$ cat src/rtl/r2sdf_bf_stage.sv
// Radix-2 single-path delay-feedback butterfly stage.
// Pairs complex samples DELAY apart through a feedback delay line. The line
// holds the first half of a frame during the fill phase, and then holds the
// differences during the butterfly phase. Those differences drain during the
// next frame's fill phase. Results are DATA_W+1 bits wide, so no overflow occurs.
// Optional feature: define R2SDF_SOF_EN to add the out_sof frame marker.
module r2sdf_bf_stage #(
  parameter int DATA_W = 8,
  parameter int DELAY  = 4
) (
  input  logic                     clk,
  input  logic                     rst_n,
  input  logic                     in_valid,
  input  logic signed [DATA_W-1:0] in_re,
  input  logic signed [DATA_W-1:0] in_im,
  output logic                     out_valid,
  output logic signed [DATA_W:0]   out_re,
  output logic signed [DATA_W:0]   out_im
`ifdef R2SDF_SOF_EN
  ,
  output logic                     out_sof
`endif
);

  localparam int CW = $clog2(2 * DELAY);

  logic [CW-1:0]          cnt;
  logic                   primed;
  logic                   phase;
  logic                   emit;
  logic signed [DATA_W:0] dl_re [DELAY];
  logic signed [DATA_W:0] dl_im [DELAY];
  logic signed [DATA_W:0] x_re, x_im;
  logic signed [DATA_W:0] head_re, head_im;
  logic signed [DATA_W:0] push_re, push_im;
  logic signed [DATA_W:0] res_re, res_im;

  // Phase is the counter MSB: 0 = fill, 1 = butterfly.
  assign phase = cnt[CW-1];
  // A result is produced once any butterfly has run. Until then, fill outputs would be stale zeros.
  assign emit  = in_valid & (primed | phase);

  // Butterfly datapath: sign-extend the input, then add or subtract the oldest entry.
  always_comb begin
    x_re    = {in_re[DATA_W-1], in_re};
    x_im    = {in_im[DATA_W-1], in_im};
    head_re = dl_re[DELAY-1];
    head_im = dl_im[DELAY-1];
    res_re  = head_re;
    res_im  = head_im;
    push_re = x_re;
    push_im = x_im;
    if (phase) begin
      res_re  = head_re + x_re;
      res_im  = head_im + x_im;
      push_re = head_re - x_re;
      push_im = head_im - x_im;
    end
  end

  // Phase counter and sticky primed flag; both are frozen during input gaps.
  always_ff @(posedge clk) begin
    if (!rst_n) begin
      cnt    <= '0;
      primed <= 1'b0;
    end else if (in_valid) begin
      cnt <= cnt + CW'(1);
      if (phase) primed <= 1'b1;
    end
  end

  // Feedback delay line; entry 0 is the newest and entry DELAY-1 is the head.
  always_ff @(posedge clk) begin
    if (!rst_n) begin
      for (int i = 0; i < DELAY; i++) begin
        dl_re[i] <= '0;
        dl_im[i] <= '0;
      end
    end else if (in_valid) begin
      dl_re[0] <= push_re;
      dl_im[0] <= push_im;
      for (int i = 1; i < DELAY; i++) begin
        dl_re[i] <= dl_re[i-1];
        dl_im[i] <= dl_im[i-1];
      end
    end
  end

  // Registered outputs; the data holds its last value while out_valid is low.
  always_ff @(posedge clk) begin
    if (!rst_n) begin
      out_valid <= 1'b0;
      out_re    <= '0;
      out_im    <= '0;
    end else begin
      out_valid <= emit;
      if (emit) begin
        out_re <= res_re;
        out_im <= res_im;
      end
    end
  end

`ifdef R2SDF_SOF_EN
  // Frame marker on the first sum, which is the first butterfly-phase sample.
  always_ff @(posedge clk) begin
    if (!rst_n) out_sof <= 1'b0;
    else        out_sof <= in_valid && (cnt == CW'(DELAY));
  end
`endif

endmodule

$ cat config.mk
export PLATFORM = sky130hd
export DESIGN_NAME = r2sdf_bf_stage
export DESIGN_NICKNAME = d
export VERILOG_FILES = /design/src/rtl/r2sdf_bf_stage.sv
export SDC_FILE = /design/constraint.sdc
export NUM_CORES = 1
export LEC_CHECK = 0
export ABC_CLOCK_PERIOD_IN_PS = 3900
export CAP_MARGIN = 0
export CORE_UTILIZATION = 59
export DETAILED_ROUTE_END_ITERATION = 10
export GPL_TIMING_DRIVEN = 0
export HOLD_SLACK_MARGIN = 0.08
export MAX_ROUTING_LAYER = met4
export PLACE_DENSITY = 0.8
export SLEW_MARGIN = 25
export SYNTH_ARGS = -nofsm -noshare
export SYNTH_HDL_FRONTEND = slang
export SYNTH_SLANG_ARGS = --single-unit
$ cat constraint.sdc
create_clock -name clk -period 3.9 [get_ports clk]
set_input_delay 0.39 -clock clk [delete_from_list [all_inputs] [get_ports clk]]
set_output_delay 0.39 -clock clk [all_outputs]
set_load 0.05 [all_outputs]
==> results of run 1 <==
[cell usage in the layout, fill, tap and decap left out, types with 5 or more instances in the layout]
master and count:
nand2b_1 6, or3_1 8, a31oi_1 7, and3_1 54
nor2b_1 5, clkbuf_8 9, nor3_1 16, o21bai_1 7
o21a_1 9, nor2_1 37, clkbuf_1 19, o211ai_1 17
a21oi_1 27, o21ai_0 16, ha_1 33, edfxtp_1 72
dfxtp_1 23, a211oi_1 11, xnor2_1 14, inv_1 35
clkdlybuf4s50_1 36, mux2i_1 9, nand2_1 20, buf_2 14
[layer usage]
| layer | routed length, um | up-vias |
|---|---|---|
| met5 | 0 | - |
| met4 | 208 | 0 |
| met3 | 748 | 21 |
| met2 | 5379 | 145 |
| met1 | 5705 | 1955 |
| li1 | - | 1968 |
[worst min path at each step]
stage	start	slack [ps]	endpoint
after global placement	out_re[4]	440	out_re[4]
final	out_re[3]	470	out_re[3]
after CTS	out_re[3]	470	out_re[3]
after floorplan	cnt[1]	460	cnt[1]
after detailed placement	out_re[3]	450	out_re[3]
after global routing	out_im[4]	490	out_im[4]
[power by group]
group / switching (mW) / leakage, nW / internal [mW]
combinational: 0.200 / 1.48 / 0.132
sequential: 0.0259 / 0.983 / 1.14
clock: 0.377 / 0.0961 / 0.245
[flip-flops by register name (all words and copies together) (netlist names)]
register and cells:
primed 1, dl_im 36, out_valid 1, cnt 3
dl_re 36, out_im 9, out_re 9
[worst max-delay path, stage by stage]
cell and delay [ps]:
clkdlybuf4s50_1 630, clkbuf_1 490, clkbuf_1 580, nand2_4 340, buf_12 300
[per-stage QoR]
step                hold slack (ps)  setup WS (ps)  util (%)  area, um^2
floorplan                     464.7           1010         -        5305
global placement              438.2         -673.3     66.51        5801
detailed placement            453.3          913.1     66.83        5828
CTS                           468.6           1288     69.01        6018
global route                  494.8           1135     69.01        6018
finish                        466.2           1244     69.01        6018
[cell families (layout without fill, tap and decap cells)]
logic type,Yosys count,count (layout)
AOI/OAI and AO/OA,120,120
xor gates and xnor gates,15,15
adders and majority gates,37,37
buffers and inverters,70,123
DFF,95,95
muxes,9,9
and+or+nand+nor,162,162
[layout make-up]
| cell class | instances | area (um^2) |
|---|---|---|
| plain buffers | 34 | 148.9 |
| clock buffers | 9 | 123.9 |
| clock inverters | 7 | 66.31 |
| fillers | 659 | 2703 |
| inverters | 36 | 135.1 |
| multi-input cells | 343 | 2406 |
| flip-flops and latches | 95 | 2623 |
| well taps | 108 | 135.1 |
| repair buffers | 37 | 380.4 |
==> run summary, run 1 <==
Met3 Resource Use GR: 4.697%
Count of cell types in the netlist: 47
Min-Delay Path Depth: 2
CTS tree: built
Clock transition at path regs: 100 ps
Root Buffer Master: clkbuf_8
Top Ports: 38
Deepest clock path buffer count: 2
Count leader, synth: edfxtp_1
Post-Synth Simple-Gate Area: 16.30%
Total wire length after detailed routing: 12,040 um
Num Clock Sinks: 95
Fmax: 376.5 MHz
WS Path Type: in -> reg
FF-to-FF setup slack: 1380 ps
Area Growth Syn to Fin: 13.44%
CP required: 4000 ps
Total power: 2.124 mW
CP Max Fanout: 48
Worst-skew pair later-pin latency: 370 ps
Gr usage total: 27.49%
Antenna violations before repair: 0
Synth Area in Compound Gates: 15.45%
RSZ-0062 raised after global routing: no
Total Die Area: 9375 um^2
Most used routing layer: met2
Yosys warns: 0
Share of layout cells above drive strength 1: 6.417%
GRT overflow: 0
Via count: 4,089
Largest family of logic cells by synthesized area: simple AND/OR/NAND/NOR gates
DRC Markers: 0
CP Data Arrival Time: 2760 ps
Mux share of post-synthesis cell area: 1.698%
Minimum clock period: 2656 ps
WL/cell: 18.00 um
Worst Reg-to-Reg Cells: 8
Worst setup startpoint: rst_n
Count of pins over their slew limit: 0
Cell count after placement: 653
Worst-margin pin slew: 694.5 ps
# hold bufs at CTS: 0
CP Capture Type: register
Cells after Synth: 508
Largest net degree at the start of global routing: 49
Setup TNS: 0 ps
Finish-stage setup viols: 0
Antenna-violating nets left: 0
Final Cycle Share: 68.11%
Row count: 34
Initial Utilization: 60.83%
Syn_nets: 564
Number of synthesized flops with an enable pin: 72
Fin. Hold Viols: 0
PortBufs: 36
H-tree levels: 3
Setup Skew: 10.81 ps
Final Wtd Congestion: 0.9317
# Max-Cap Violations: 0
LEAKAGE: 2.555 nW
Worst reg2reg path startpoint: dl_re[0][27]
Status: finished clean
Nets: 612
Asr flop ratio synth: 0%
Average size of a mapped cell: 10.44 um^2
Post-CTS repair timing setup buffer count: 0
Synth Area in XOR/XNOR: 2.476%
Worst Setup Start Kind: primary input
TritonCTS buffer count: 9
VDD IR-drop max: 286.8 uV
Mapped Area: 5305 um^2
Finished Layout Cells: 669
Via density: 6.112
Die width: 96.83 um
Worst r2r dst: dl_re[0][8]
Diodes inserted: 0
Yosys top cell area share: 40.75%
Iteration-0 DRC Markers: 276
Core area: 8721 um^2
Largest area contributor in the netlist: edfxtp_1
FF+latch count, synth: 95
Synth top cells by count: 72 x edfxtp_1, 54 x and3_1, 37 x nor2_1
Relative slew slack: 53.11%
Met1 Use GR: 38.59%
Detail Placement HPWL: 9096 um
Most used DFF post-synth: edfxtp_1
Pwr dens: 352.9 nW/um^2
CTS resizes: 0
CP Capture Point: dl_re[0][14]
Sequential fraction of the synthesis area: 49.43%
Post-Synth Adder-Cell Area: 9.292%
Worst hold path type: reg -> reg
DIE HEIGHT: 96.83 um
Synth area leaders: edfxtp_1 41%, dfxtp_1 8.7%, ha_1 7.8%, and3_1 6.4%, nor2_1 2.6%
Vias in the first global route: 3,822
Global-route wire length before repair: 19,280 um
Routing usage on met2: 41.01%
Initial DRT Pass Iterations: 5
(Power assumes the default switching activity.)
==> inputs of run 2 (changes only) <==
--- a/config.mk
+++ b/config.mk
@@ -5,14 +5,14 @@
 export SDC_FILE = /design/constraint.sdc
 export NUM_CORES = 1
 export LEC_CHECK = 0
-export ABC_CLOCK_PERIOD_IN_PS = 3900
+export ABC_CLOCK_PERIOD_IN_PS = 2200
 export CAP_MARGIN = 0
-export CORE_UTILIZATION = 59
+export CORE_UTILIZATION = 53
 export DETAILED_ROUTE_END_ITERATION = 10
 export GPL_TIMING_DRIVEN = 0
 export HOLD_SLACK_MARGIN = 0.08
 export MAX_ROUTING_LAYER = met4
-export PLACE_DENSITY = 0.8
+export PLACE_DENSITY = 0.76
 export SLEW_MARGIN = 25
 export SYNTH_ARGS = -nofsm -noshare
 export SYNTH_HDL_FRONTEND = slang
==> constraint.sdc (replaced) <==
create_clock -name clk -period 2.2 [get_ports clk]
set_input_delay 0.22 -clock clk [delete_from_list [all_inputs] [get_ports clk]]
set_output_delay 0.22 -clock clk [all_outputs]
set_load 0.05 [all_outputs]
==> run 2 against run 1 <==
  * The run now ends with setup timing left
  * Register-to-register slack worse by 1500 ps
  * First-iteration DRC count shrank 35%
  * Routed wire length increased by 2.5%
  * Hold slack worse by 7.3 ps
  * Sequential share of layout area decreased by 1.7 points
  * Largest power group unchanged
  * Clock skew decreased by 2.4 ps
  * Sequential cell count unchanged
  * Largest cell class unchanged
  * Core utilization down 4.7 points
  * Power is 84% higher
==> run summary, run 2 (synthesized netlist as in run 1, its figures left out) <==
Pre-CTS setup slack: -634.0 ps
Finish-stage setup viols: 2
TritonCTS buffer count: 9
Final Cycle Share: 104.4%
Setup Skew: 8.429 ps
RSZ-0062 raised after global routing: yes
WS Path Type: reg -> reg
Global-route wire length before repair: 19,350 um
Most common cell after layout, fill and taps aside: edfxtp_1
Total Die Area: 10,410 um^2
Status: complete, but fails checks
Share of layout cells above drive strength 1: 12.59%
Area Growth Syn to Fin: 18.00%
Diodes inserted: 0
Antenna violations before repair: 0
Pwr dens: 624.1 nW/um^2
Total power: 3.907 mW
Count of pins over their slew limit: 0
# Max-Cap Violations: 0
Row count: 36
CP Data Arrival Time: 2410 ps
Fill count: 782
CTS tree: built
Detail Placement HPWL: 8966 um
Worst-skew pair later-pin latency: 380 ps
Root Buffer Master: clkbuf_8
LEAKAGE: 2.647 nW
Iteration-0 DRC Markers: 179
Num Clock Sinks: 95
Relative slew slack: 52.56%
Final worst slack: -96.17 ps
Clock transition at path regs: 90 ps
Top flop regs: dl_im x36, dl_re x36
DRC Markers: 0
GRT overflow: 0
PortBufs: 36
Top Ports: 38
H-tree levels: 3
Largest net degree at the start of global routing: 39
Setup TNS: -183.3 ps
CP Max Fanout: 3
Antenna-violating nets left: 0
Worst Setup Start Kind: register
Gr usage total: 25.87%
Failing checks: setup timing
Minimum clock period: 2296 ps
Initial DRT Pass Iterations: 5
Vias in the first global route: 3,835
Fmax: 435.5 MHz
WL/cell: 17.51 um
DIE HEIGHT: 102.0 um
Worst hold path type: reg -> reg
Initial Utilization: 54.53%
Via density: 5.909
CP required: 2320 ps
Fin. Hold Viols: 0
Final Wtd Congestion: 0.9627
Die width: 102.0 um
Deepest clock path buffer count: 2
Total wire length after detailed routing: 12,340 um
Most frequent cells in the layout: 72 x edfxtp_1, 54 x and3_1, 37 x nor2_1, 36 x clkdlybuf4s50_1, 32 x inv_1
CP Capture Type: register
Core area: 9729 um^2
Nets: 623
Worst-margin pin slew: 711.5 ps
Via count: 4,166
VDD IR-drop max: 369.7 uV
[run 2: area by class of cell]
class                   instances  area (um^2)  share of cell area [%]
flip-flops and latches         95         2623                   41.89
clock inverters                 6        67.56                   1.079
multi-input cells             343         2520                   40.26
plain buffers                  33        150.1                   2.399
well taps                     133        166.4                   2.658
clock buffers                  10        127.6                   2.039
repair buffers                 49        470.5                   7.515
inverters                      36        135.1                   2.159
[run 2: per-layer routing]
layer	vias to the layer above	wire [um]	track usage [%]
met5	-	0	-
met4	0	282	11.87
met3	27	840	3.420
met2	170	5780	40.27
met1	1990	5440	33.73
li1	1979	-	-
[run 2: what timing repair did]
item | in CTS | in global routing
resized for setup | 14 | 20
hold buffers | 0 | 0
setup buffers | 5 | 7
pin swaps | 10 | 19
setup endpoints to repair | 76 | 51
[run 2: per-stage QoR]
step | util (%) | instance area, um^2 | hold slack, ps | instances
final | 64.34 | 6260 | 458.9 | 705
after global routing | 64.34 | 6260 | 503.0 | 705
after CTS | 63.22 | 6151 | 459.8 | 699
after detailed placement | 60.22 | 5859 | 448.0 | 678
after global placement | 59.97 | 5834 | 438.0 | 677
after floorplan | - | 5308 | 392.4 | 508
[run 2: critical path, stage by stage, from the launching register on]
cell	delay [ps]
edfxtp_1	410
inv_1	80
ha_2	180
inv_2	40
fa_2	360
a211oi_4	270
o211ai_1	170
and4_1	210
o211ai_1	200
o31ai_2	120
[run 2: power breakdown]
part / leakage, nW / internal, mW / switching, mW / total, mW
logic: 1.57 / 0.270 / 0.382 / 0.652
clock network: 0.0949 / 0.533 / 0.652 / 1.18
registers: 0.983 / 2.03 / 0.0434 / 2.07
[run 2: worst paths after layout]
path,from,to,slack [ps],cells past startpoint
worst min register to register,out_im[4],out_im[4],460,2
worst max register to register,dl_im[3][0],dl_im[0][8],-100,9
worst max-delay path,dl_im[3][0],dl_im[0][8],-100,9
worst min-delay path,out_im[4],out_im[4],460,2
